`src/rtl/microseq_slice.sv`:
```
// microseq_slice -- microprogram next-address sequencer.
//
// Holds the microPC, an auxiliary address register (ar) and a LIFO
// return-address stack of DEPTH entries. It produces the next microaddress
// combinationally from one of pc / ar / stack top / din, ORed with orin,
// and gated by zero_n.
//
// Parameters:
//   WIDTH  microaddress width (>=4)
//   DEPTH  return-stack entries (>=2)
//
// Ports:
//   clock        rising-edge clock
//   reset_n      synchronous active-low reset
//   din          direct branch address
//   rin          auxiliary register load value
//   orin         OR-mask applied to the selected address
//   sel          source: 00 pc, 01 ar, 10 stack top, 11 din
//   zero_n       0 forces yout to zero
//   cin          microPC increment enable
//   re_n         0 loads ar from rin
//   fe_n         0 enables a stack operation
//   pup          with fe_n=0: 1 push, 0 pop
//   yout         next microaddress (combinational)
//   cout         cin & (yout all ones)
//   stack_full   count == DEPTH
//   stack_empty  count == 0
//   stack_err    sticky overflow/underflow flag
//
// Build option: define MICROSEQ_STACK_GUARD_EN to drop pushes when the stack
// is full and pops when it is empty, and to set the sticky stack_err flag
// when that happens. Without it the stack is circular and stack_err is 0.
module microseq_slice #(
   parameter int unsigned WIDTH = 12,
   parameter int unsigned DEPTH = 4
) (
   input  logic             clock,
   input  logic             reset_n,
   input  logic [WIDTH-1:0] din,
   input  logic [WIDTH-1:0] rin,
   input  logic [WIDTH-1:0] orin,
   input  logic [1:0]       sel,
   input  logic             zero_n,
   input  logic             cin,
   input  logic             re_n,
   input  logic             fe_n,
   input  logic             pup,
   output logic [WIDTH-1:0] yout,
   output logic             cout,
   output logic             stack_full,
   output logic             stack_empty,
   output logic             stack_err
);

   localparam int unsigned CW = $clog2(DEPTH + 1);
   localparam int unsigned PW = $clog2(DEPTH);
   localparam logic [CW-1:0] FULL = CW'(DEPTH);
   localparam logic [PW-1:0] LAST = PW'(DEPTH - 1);

   logic [WIDTH-1:0] pc;
   logic [WIDTH-1:0] ar;
   logic [WIDTH-1:0] stack [DEPTH];
   logic [CW-1:0]    count;
   // sp is the next write slot; it wraps modulo DEPTH independently of count
   // so the circular build can keep overwriting the oldest entry.
   logic [PW-1:0]    sp;
   logic [PW-1:0]    sp_inc;
   logic [PW-1:0]    sp_dec;
   logic [WIDTH-1:0] top;
   logic [WIDTH-1:0] mux;
   logic             push;
   logic             pop;

   assign push = ~fe_n & pup;
   assign pop  = ~fe_n & ~pup;

   always_comb begin
      sp_inc = (sp == LAST) ? '0 : sp + PW'(1);
      sp_dec = (sp == '0) ? LAST : sp - PW'(1);
   end

   // A push in the same cycle looks ahead: the top is the value being pushed.
   always_comb begin
      top = '0;
      if (push)
         top = pc;
      else if (count != '0)
         top = stack[sp_dec];
   end

   always_comb begin
      mux = pc;
      case (sel)
         2'b00: mux = pc;
         2'b01: mux = ar;
         2'b10: mux = top;
         2'b11: mux = din;
         default: mux = pc;
      endcase
   end

   always_comb begin
      yout = '0;
      if (reset_n && zero_n)
         yout = mux | orin;
      cout = reset_n & cin & (&yout);
   end

   assign stack_full  = (count == FULL);
   assign stack_empty = (count == '0);

   always_ff @(posedge clock) begin
      if (!reset_n) begin
         pc    <= '0;
         ar    <= '0;
         count <= '0;
         sp    <= '0;
         for (int unsigned i = 0; i < DEPTH; i++)
            stack[i] <= '0;
      end else begin
         pc <= yout + WIDTH'(cin);
         if (!re_n)
            ar <= rin;
`ifdef MICROSEQ_STACK_GUARD_EN
         if (push) begin
            if (count != FULL) begin
               stack[sp] <= pc;
               sp        <= sp_inc;
               count     <= count + CW'(1);
            end
         end else if (pop) begin
            if (count != '0) begin
               sp    <= sp_dec;
               count <= count - CW'(1);
            end
         end
`else
         if (push) begin
            stack[sp] <= pc;
            sp        <= sp_inc;
            if (count != FULL)
               count <= count + CW'(1);
         end else if (pop) begin
            sp <= sp_dec;
            if (count != '0)
               count <= count - CW'(1);
         end
`endif
      end
   end

`ifdef MICROSEQ_STACK_GUARD_EN
   logic err;

   always_ff @(posedge clock) begin
      if (!reset_n)
         err <= 1'b0;
      else if ((push && count == FULL) || (pop && count == '0))
         err <= 1'b1;
   end

   assign stack_err = err;
`else
   assign stack_err = 1'b0;
`endif

endmodule

```
`config.mk`:
```
export PLATFORM = sky130hd
export DESIGN_NAME = microseq_slice
export DESIGN_NICKNAME = d
export VERILOG_FILES = /design/src/rtl/microseq_slice.sv
export SDC_FILE = /design/constraint.sdc
export NUM_CORES = 1
export LEC_CHECK = 0
export ABC_AREA = 0
export CORE_MARGIN = 2
export CORE_UTILIZATION = 49
export CTS_CLUSTER_SIZE = 12
export DETAILED_ROUTE_END_ITERATION = 6
export PLACE_DENSITY = 0.73
export SLEW_MARGIN = 25
export SYNTH_ARGS = -nofsm -noshare
export SYNTH_HDL_FRONTEND = slang
export SYNTH_SLANG_ARGS = --single-unit
```
`constraint.sdc`:
```
create_clock -name clock -period 2.7 [get_ports clock]
set_input_delay 0.27 -clock clock [delete_from_list [all_inputs] [get_ports clock]]
set_output_delay 0.27 -clock clock [all_outputs]
set_load 0.05 [all_outputs]
```
==> results of run 1 <==
## kinds of logic (layout without fill, tap and decap cells)
group,count (synthesis),after routing,share of synthesized area
AOI/OAI and AO/OA,55,55,0.100
other,1,1,0.000915
xor gates and xnor gates,10,10,0.0214
muxes,39,39,0.135
adders and majority gates,5,5,0.0171
and+or+nand+nor,131,131,0.194
buffers and inverters,27,174,0.0385
DFF,77,77,0.493
## routing by layer
layer / track usage / vias up
met2: 0.463 / 183
met5: 0 / -
met1: 0.372 / 1698
met3: 0.0625 / 47
li1: - / 1558
met4: 0.105 / 0
## Yosys cell counts (all sizes together), types with 6 or more instances
cell type / instances
a21o: 8
a21oi: 13
and2: 46
and3: 13
buf: 11
clkbuf: 8
dfxtp: 29
edfxtp: 48
inv: 7
mux2: 7
mux2i: 21
mux4: 11
nand2: 10
nor2: 29
o2bb2ai: 6
## stage by stage
step	hold WS [ns]	setup TNS, ns
2_1_floorplan	0.414	-0.0333
3_3_place_gp	0.483	-0.195
3_5_place_dp	0.499	-0.411
4_1_cts	0.513	-1.47
5_1_grt	0.533	-3.80
6_report	0.512	-2.30
## registers in the layout (all words and copies together) (netlist names)
name / flops
ar: 12
count: 3
pc: 12
sp: 2
stack: 48
## area by class of cell
cell class                      instances  area, um2  area share
Inverter                                8       30.0     0.00496
Clock buffer                           11        141      0.0234
Timing Repair Buffer                  150       1480       0.245
Multi-Input combinational cell        241       2180       0.360
Clock inverter                          5       60.1     0.00992
Sequential cell                        77       2020       0.335
Tap cell                              105        131      0.0217
## report_power, final
part	internal, uW	switching, uW	leakage (uW)
Clock	456	446	0.0000999
Sequential	1310	47.7	0.000737
Combinational	390	379	0.00169
## worst reg2reg max path, stage by stage, from the launching register on
cell      delay (ns)
dfxtp_2         0.35
inv_2           0.05
ha_4            0.16
nor2b_4         0.19
buf_4           0.15
mux4_2          0.53
a2111o_1        0.44
and3_4          0.21
buf_4           0.14
ha_4            0.17
nand3_1         0.07
mux2_2          0.33
## path summary, 6_finish.rpt
check | start | endpoint | slack (ns)
max reg2reg | sp[1]$_SDFFE_PN0P_ | pc[6]$_SDFF_PN0_ | -0.19
min reg2reg | ar[6]$_SDFFE_PN0N_ | ar[6]$_SDFFE_PN0N_ | 0.51
min | ar[6]$_SDFFE_PN0N_ | ar[6]$_SDFFE_PN0N_ | 0.51
max | sel[1] | cout | -0.30
## what timing repair did
item	CTS	global route
setup buffers	20	4
pin swaps	19	5
setup endpoints to repair	15	21
hold buffers	0	0
gates resized for setup	43	17
==> metrics.yaml, run 1 <==
run_status:
  status: "finished, violations left"
  violations: "setup timing"
floorplan:
  dieArea_mm2: 0.00911
  fp.coreArea_mm2: 0.00818
  die_w_um: 95.5
  initial_core_util: 0.501
  io_pins: 61
  rows: 33
  die_h_um: 95.5
global_route:
  grt.overflow.total: 0
  grt_pass1_wl_mm: 18.7
  grt_pass1_vias: 3484
  grt_usage: 0.284
  antenna_found_initial: 0
  grt_max_degree: 22
clocking:
  cts.sinks: 77
  clk_latency_ns: 0.35
  root_buffer: "clkbuf_8"
  cts_tree: "yes"
  path_clk_slew_ns: 0.07
  cts_buffer_depth: 2
  cts_buffers: 9
  htree_levels: 3
routing:
  wl_met3_um: 943
  dr.max_layer_used: "met4"
  routed_wirelength_mm: 12.7
  m1WireLength_mm: 5.10
  drcViolationCount: 0
  drt_iter0_markers: 267
  vias_per_cell: 5.84
  num_vias: 3486
  firstDrtPassIters: 6
  detail_route.wl_per_cell_um: 21.2
  wl_met2_mm: 6.15
  ant_nets: 0
timing:
  rsz0062_at_grt: "yes"
  setup_ws_ns: -0.297
  worst_pin_slew_ns: 0.732
  relSlewSlack: 0.511
  finalSetupViolCount: 19
  fin_crit_sh: 1.11
  finClkSkew_ns: 0.0133
  hold_viol_final: 0
  drv_slew: 0
  post-route-min-period_ns: 3.00
  max_freq_ghz: 0.334
worst_setup_path:
  path_buf_inv: 5
  crit_arrival_ns: 2.73
  worstSetupPathType: "in2out"
  required_ns: 2.43
  path_cells: "clkdlybuf4s50_1 > inv_2 > nor4_4 > buf_4 > a221oi_2 > buf_4 > nand4b_1 > nor4_4 > buf_12"
  worst_setup_path_end_kind: "primary output"
  crit_path_max_fanout: 6
  timing.critical_path.depth: 9
  crit_family: "buffers and inverters"
  r2r_cells: 11
  cpPeakStageDelay_ns: 0.61
  startpoint_type: "input pin"
  cpMaxStageDelayCell: "clkdlybuf4s50_1"
yosys:
  syn_inst: 345
  seq_area_frac_synth: 0.493
  synth.largest_area_cell: "edfxtp_1"
  ys_types: 68
  ys_ff_latch: 77
  synthFlopType: "edfxtp_1"
  synthesis.area_mm2: 0.00410
  ys_top_cells_by_area: "edfxtp_1 35%, dfxtp_1 14%, and2_1 7.0%, mux2i_1 5.1%, mux4_2 4.4%"
  syn_area_per_cell_um2: 11.9
  syn-num-nets: 395
  synth_warnings: 0
  synth_edf_count: 48
  postSynth.asyncResetShare: 0
  yosys.area.top_type_share: 0.352
power_and_ir_drop:
  ir_drop_uv: 299
  p_leak_uw: 0.00253
  fin_total_pwr_uw: 3030
  powerDensity_mw_per_mm2: 500
hold_path:
  min_path_cells: 2
  hold_path_class: "reg2reg"
run:
  max_cap_violations: 0
finish:
  design_area_mm2: 0.00605
  drive_gt1_frac: 0.374
  fin_nets: 537
  fillers: 507
  finalNonFillerCells: 597
  final_cell_mix: "72 x buf_4, 48 x edfxtp_1, 46 x clkdlybuf4s50_1"
  utilization: 0.740
  antenna_cells: 0
  final_common_cell: "buf_4"
  syn2layout_area_growth_pct: 47.6
placement:
  place_area_mm2: 0.00542
  dp_slack_ns: -0.163
  io_buffers: 59
  gp_congestion: 0.937
  post-dp-hpwl_mm: 8.47
  dp.cells: 558
(Power assumes the default switching activity.)
==> inputs of run 2 (changes only) <==
--- a/config.mk
+++ b/config.mk
@@ -6,7 +6,7 @@
 export NUM_CORES = 1
 export LEC_CHECK = 0
 export ABC_AREA = 0
-export CORE_MARGIN = 2
+export CORE_MARGIN = 5
 export CORE_UTILIZATION = 49
 export CTS_CLUSTER_SIZE = 12
 export DETAILED_ROUTE_END_ITERATION = 6
==> run 2 against run 1 <==
The run still ends with setup timing left. Final cell count fell by 2.3%. Routed wire length is 3.5% lower. Sequential power hardly changed. Hold slack lost 0.0021 ns. Count of clock-buffer cells in the layout fell by 2. Non-clock buffer count decreased by 14. Clock skew grew 0.0040 ns. First-iteration DRC count decreased by 8.2%. Maximum frequency is 1.6% higher. Critical endpoint unchanged. Largest power group unchanged.
==> metrics.yaml, run 2 (synthesis results as in run 1) <==
run_status:
  status: "finished, violations left"  # unchanged
  violations: "setup timing"  # unchanged
worst_setup_path:
  crit_arrival_ns: 2.68  # was 2.73 ns
  crit_family: "simple AND/OR/NAND/NOR gates"  # was buffers and inverters
  cpMaxStageDelayCell: "mux4_2"  # was clkdlybuf4s50_1
  worst_setup_path_end_kind: "primary output"  # unchanged
  reg2reg_slack_ns: -0.11  # was -0.19 ns
  required_ns: 2.43  # about the same
  startpoint_type: "flop"  # was input pin
  path_cells: "inv_2 > ha_4 > nor2b_4 > buf_6 > mux4_2 > a2111o_1 > nor4b_4 > nand2_1 > nor4_4 > buf_12"  # was clkdlybuf4s50_1 > inv_2 > nor4_4 > buf_4 > a221oi_2 > buf_4 > nand4b_1 > nor4_4 > buf_12
  cpPeakStageDelay_ns: 0.52  # was 0.61 ns
  path_buf_inv: 3  # was 5
  crit_path_max_fanout: 5  # was 6
  worstSetupPathType: "reg2out"  # was in2out
timing:
  rsz0062_at_grt: "yes"  # unchanged
  finClkSkew_ns: 0.0172  # was 0.0133 ns
  drv_slew: 0  # unchanged
  post-route-min-period_ns: 2.95  # was 3.00 ns
  hold_viol_final: 0  # unchanged
  setup_ws_ns: -0.249  # was -0.297 ns
  worst_pin_slew_ns: 0.740  # was 0.732 ns
  finalSetupViolCount: 15  # was 19
  relSlewSlack: 0.505  # was 0.511
  max_freq_ghz: 0.339  # was 0.334 GHz
  fin_crit_sh: 1.09  # was 1.11
placement:
  gp_congestion: 0.919  # was 0.937
  post-dp-hpwl_mm: 8.64  # was 8.47 mm
  dp_slack_ns: -0.132  # was -0.163 ns
  place_area_mm2: 0.00540  # was 0.00542 mm2
  io_buffers: 59  # unchanged
global_route:
  busiest_layer: "met2"  # unchanged
  grt.overflow.total: 0  # unchanged
  grtUsageMet3: 0.0613  # was 0.0625
  grt_pass1_wl_mm: 18.7  # about the same
  grt_max_degree: 21  # was 22
  grt_usage: 0.243  # was 0.284
  grt_pass1_vias: 3403  # was 3484
  antenna_found_initial: 0  # unchanged
  use_met2: 0.391  # was 0.463
  use_met1: 0.322  # was 0.372
finish:
  antenna_cells: 0  # unchanged
  final_cell_mix: "64 x buf_4, 48 x edfxtp_1, 46 x clkdlybuf4s50_1"  # was 72 x buf_4, 48 x edfxtp_1, 46 x clkdlybuf4s50_1
  drive_gt1_frac: 0.349  # was 0.374
  final_common_cell: "buf_4"  # unchanged
  largest_register: "stack"  # unchanged
  largest_reg_flops: 48  # unchanged
  syn2layout_area_growth_pct: 43.9  # was 47.6%
  fin_nets: 523  # was 537
  fillers: 542  # was 507
  design_area_mm2: 0.00590  # was 0.00605 mm2
  reg_top3: "stack (48), ar (12), pc (12)"  # unchanged
run:
  max_cap_violations: 0  # unchanged
power_and_ir_drop:
  p_leak_uw: 0.00241  # was 0.00253 uW
  ir_drop_uv: 253  # was 299 uV
  fin_total_pwr_uw: 2870  # was 3030 uW
  powerDensity_mw_per_mm2: 487  # was 500 mW/mm2
routing:
  firstDrtPassIters: 5  # was 6
  ant_nets: 0  # unchanged
  drcViolationCount: 0  # unchanged
  num_vias: 3421  # was 3486
  detail_route.wl_per_cell_um: 21.0  # was 21.2 um
  routed_wirelength_mm: 12.2  # was 12.7 mm
  drt_iter0_markers: 245  # was 267
  vias_per_cell: 5.87  # was 5.84
clocking:
  path_clk_slew_ns: 0.08  # was 0.07 ns
  clk_latency_ns: 0.36  # was 0.35 ns
  htree_levels: 3  # unchanged
  cts_tree: "yes"  # unchanged
  cts_buffer_depth: 2  # unchanged
  root_buffer: "clkbuf_8"  # unchanged
  cts_buffers: 9  # unchanged
  cts.sinks: 77  # unchanged
hold_path:
  hold_path_class: "reg2reg"  # unchanged
floorplan:
  die_h_um: 101  # was 95.5 um
  rows: 33  # unchanged
  initial_core_util: 0.501  # unchanged
  die_w_um: 101  # was 95.5 um
  dieArea_mm2: 0.0103  # was 0.00911 mm2
  io_pins: 61  # unchanged
  fp.coreArea_mm2: 0.00818  # unchanged
-- run 2: worst min-delay path, cell delays in order, from the launching register on --
cell	delay (ns)
dfxtp_1	0.34
mux2i_1	0.07
nor2_1	0.07
-- run 2: metrics by stage --
step                hold WS (ns)   util  std cells  setup TNS (ns)
floorplan                  0.414      -        345         -0.0333
global placement           0.486  0.660        554          -0.275
detailed placement         0.498  0.660        554          -0.480
CTS                        0.515  0.709        579           -1.18
global route               0.520  0.721        583           -2.84
finish                     0.510  0.721        583           -1.68
-- run 2: worst paths after layout --
| check | startpoint | end | cells past startpoint |
|---|---|---|---|
| worst max-delay path | sp[1]$_SDFFE_PN0P_ | cout | 10 |
| worst min-delay path | ar[4]$_SDFFE_PN0N_ | ar[4]$_SDFFE_PN0N_ | 2 |
| worst max register to register | sp[1]$_SDFFE_PN0P_ | pc[8]$_SDFF_PN0_ | 12 |
| worst min register to register | ar[4]$_SDFFE_PN0N_ | ar[4]$_SDFFE_PN0N_ | 2 |
-- run 2: repair_timing --
action | in CTS | in global routing
gates resized for setup | 36 | 14
buffers inserted | 10 | 4
endpoints found under the setup margin | 14 | 21
hold buffers | 0 | 0
pin swaps | 15 | 5
-- run 2: per-layer routing --
metal  vias up  share of wire
met2       151           0.49
met3        27          0.074
met4         0          0.026
li1       1532              -
met1      1711           0.41
met5         -              0
-- run 2: layout make-up --
type / count / area (um2) / share of cell area
tap: 105 / 131 / 0.0223
timing repair buffer: 136 / 1370 / 0.233
inverter: 8 / 32.5 / 0.00552
clock buffer: 9 / 124 / 0.0210
sequential: 77 / 2030 / 0.344
clock inverter: 7 / 50.0 / 0.00849
multi-input combinational: 241 / 2160 / 0.366
-- run 2: report_power, final --
| part | leakage (uW) | switching [uW] | internal (uW) |
|---|---|---|---|
| Sequential | 0.000738 | 47.0 | 1310 |
| Combinational | 0.00159 | 358 | 364 |
| Clock | 0.0000832 | 460 | 335 |
==> inputs of run 3 (changes only) <==
--- a/config.mk
+++ b/config.mk
@@ -8,9 +8,11 @@
 export ABC_AREA = 0
 export CORE_MARGIN = 5
 export CORE_UTILIZATION = 49
+export CTS_CLUSTER_DIAMETER = 100
 export CTS_CLUSTER_SIZE = 12
 export DETAILED_ROUTE_END_ITERATION = 6
 export PLACE_DENSITY = 0.73
+export RECOVER_POWER = 25
 export SLEW_MARGIN = 25
 export SYNTH_ARGS = -nofsm -noshare
 export SYNTH_HDL_FRONTEND = slang
==> run 3 against run 2 <==
The run still ends with setup timing left. Routed wire length increased by 0.30%. Power down 0.19%. Global-route usage did not move. Count of clock-buffer cells in the layout stayed put. Register-to-register slack hardly changed. Sequential cell count did not move. Worst setup slack got worse by 0.0013 ns. Via count shrank 0.67%. Utilization is 0.21 points lower. Largest power group unchanged. Highest routed layer unchanged.
==> metrics.yaml, run 3 (synthesis results as in run 1) <==
run_status:
  status: "finished, violations left"  # unchanged
  violations: "setup timing"  # unchanged
power_and_ir_drop:
  p_leak_uw: 0.00240  # was 0.00241 uW
  ir_drop_uv: 253  # about the same
  power_frac_comb: 0.251  # about the same
  p_switching_uw: 862  # was 864 uW
  powerDensity_mw_per_mm2: 488  # was 487 mW/mm2
  sequentialPowerShare: 0.473  # was 0.472
  swShare: 0.301  # about the same
  p_clk_frac: 0.276  # was 0.277
  p_int_uw: 2000  # was 2010 uW
finish:
  largest_reg_flops: 48  # unchanged
  syn2layout_area_growth_pct: 43.4  # was 43.9%
  utilization: 0.719  # was 0.721
  antenna_cells: 0  # unchanged
  final_common_cell: "buf_4"  # unchanged
  fillers: 548  # was 542
  final_cell_mix: "59 x buf_4, 48 x edfxtp_1, 45 x clkdlybuf4s50_1"  # was 64 x buf_4, 48 x edfxtp_1, 46 x clkdlybuf4s50_1
  largest_register: "stack"  # unchanged
  fin_nets: 523  # unchanged
  reg_top3: "stack (48), ar (12), pc (12)"  # unchanged
  drive_gt1_frac: 0.341  # was 0.349
clocking:
  cts_buffers: 9  # unchanged
  cts.sinks: 77  # unchanged
  postCtsHoldBufs: 0  # unchanged
  htree_levels: 3  # unchanged
  cts_buffer_depth: 2  # unchanged
  root_buffer: "clkbuf_8"  # unchanged
  clk_latency_ns: 0.36  # about the same
  path_clk_slew_ns: 0.08  # about the same
  cts_tree: "yes"  # unchanged
routing:
  drcViolationCount: 0  # unchanged
  routed_wirelength_mm: 12.3  # was 12.2 mm
  firstDrtPassIters: 5  # unchanged
  ant_nets: 0  # unchanged
  num_vias: 3398  # was 3421
  drt_iter0_markers: 273  # was 245
  detail_route.wl_per_cell_um: 21.0  # about the same
  vias_per_cell: 5.83  # was 5.87
global_route:
  grt.overflow.total: 0  # unchanged
  antenna_found_initial: 0  # unchanged
  grt_max_degree: 21  # unchanged
  grt_usage: 0.243  # unchanged
  grt_pass1_wl_mm: 18.7  # unchanged
  grt_pass1_vias: 3403  # unchanged
placement:
  gp_congestion: 0.919  # unchanged
  dp_slack_ns: -0.132  # unchanged
  post-dp-hpwl_mm: 8.64  # unchanged
  io_buffers: 59  # unchanged
worst_setup_path:
  r2r-end: "pc[8]$_SDFF_PN0_"  # unchanged
  r2r_start: "sp[1]$_SDFFE_PN0P_"  # unchanged
  startpoint_type: "flop"  # unchanged
  crit_arrival_ns: 2.68  # about the same
  worstSetupPathType: "reg2out"  # unchanged
  crit_path_max_fanout: 5  # unchanged
  reg2reg_slack_ns: -0.11  # about the same
  r2r_cells: 12  # unchanged
  required_ns: 2.43  # about the same
  worst_setup_path_end_kind: "primary output"  # unchanged
floorplan:
  rows: 33  # unchanged
  io_pins: 61  # unchanged
  dieArea_mm2: 0.0103  # unchanged
  fp.coreArea_mm2: 0.00818  # unchanged
  die_h_um: 101  # unchanged
  die_w_um: 101  # unchanged
  initial_core_util: 0.501  # unchanged
timing:
  rsz0062_at_grt: "yes"  # unchanged
  fin_crit_sh: 1.09  # about the same
  finalSetupViolCount: 26  # was 15
  hold_viol_final: 0  # unchanged
  worst_pin_slew_ns: 0.989  # was 0.740 ns
  finClkSkew_ns: 0.0145  # was 0.0172 ns
  setup_ws_ns: -0.250  # was -0.249 ns
  post-route-min-period_ns: 2.95  # about the same
  max_freq_ghz: 0.339  # about the same
  drv_slew: 0  # unchanged
  relSlewSlack: 0.340  # was 0.505
hold_path:
  hold_end: "ar[4]$_SDFFE_PN0N_"  # unchanged
  min_path_cells: 2  # unchanged
  hold_path_class: "reg2reg"  # unchanged
  min-delay-start: "ar[4]$_SDFFE_PN0N_"  # unchanged
run:
  max_cap_violations: 0  # unchanged
==> run 3: cell count changes in the layout (fill, tap and decap cells not counted), sizes merged <==
cell and change:
clkdlybuf4s50 -1, dlygate4sd3 +1, buf -5, clkbuf +5
==> run 3: power groups by stage <==
stage / clock network, uW / registers, uW / logic [uW]
4_1_cts: 795 / 1360 / 694
3_5_place_dp: 0 / 1380 / 632
3_3_place_gp: 0 / 1380 / 623
6_report: 791 / 1360 / 720
2_1_floorplan: 0 / 1360 / 349
5_1_grt: 850 / 1360 / 760
==> run 3: layout make-up <==
| class | count | area [um2] | area share |
|---|---|---|---|
| multi-input combinational | 241 | 2160 | 0.367 |
| sequential | 77 | 2030 | 0.345 |
| timing repair buffer | 136 | 1360 | 0.231 |
| tap | 105 | 131 | 0.0223 |
| clock buffer | 9 | 124 | 0.0211 |
| clock inverter | 7 | 50.0 | 0.00851 |
| inverter | 8 | 32.5 | 0.00553 |
==> run 3: per-layer routing <==
metal	share of wire	track usage
met1	0.42	0.322
met2	0.49	0.391
met3	0.073	0.0613
met4	0.025	0.0787
met5	0	0
==> run 3: critical path, cell delays in order (launching register included) <==
cell      delay [ns]
dfxtp_2         0.35
inv_2           0.05
ha_4            0.16
nor2b_4         0.19
buf_6           0.15
mux4_2          0.52
a2111o_1        0.42
nor4b_4         0.16
nand2_1         0.12
nor4_4          0.05
buf_12          0.15
==> run 3: how the worst max path moves through the flow <==
stage | startpoint | endpoint | cells past startpoint
after floorplan | sp[0]$_SDFFE_PN0P_ | pc[6]$_SDFF_PN0_ | 11
after global placement | pup | cout | 10
after detailed placement | sel[1] | cout | 9
after CTS | sp[1]$_SDFFE_PN0P_ | cout | 10
after global routing | sp[1]$_SDFFE_PN0P_ | cout | 10
final | sp[1]$_SDFFE_PN0P_ | cout | 10
==> run 3: repair_timing <==
item	in CTS	in global routing
setup buffers	10	4
setup endpoints to repair	14	21
pin swaps	15	5
resized for setup	36	14
==> run 3: through the flow <==
step | TNS (ns) | total power [uW] | hold slack [ns] | cells | instance area, um2
5_1_grt | -6.07 | 2970 | 0.520 | 583 | 5880
3_3_place_gp | -0.275 | 2000 | 0.486 | 554 | 5400
6_report | -1.99 | 2870 | 0.510 | 583 | 5880
3_5_place_dp | -0.480 | 2010 | 0.498 | 554 | 5400
2_1_floorplan | -0.0333 | 1710 | 0.414 | 345 | 4160
4_1_cts | -1.18 | 2840 | 0.515 | 579 | 5800
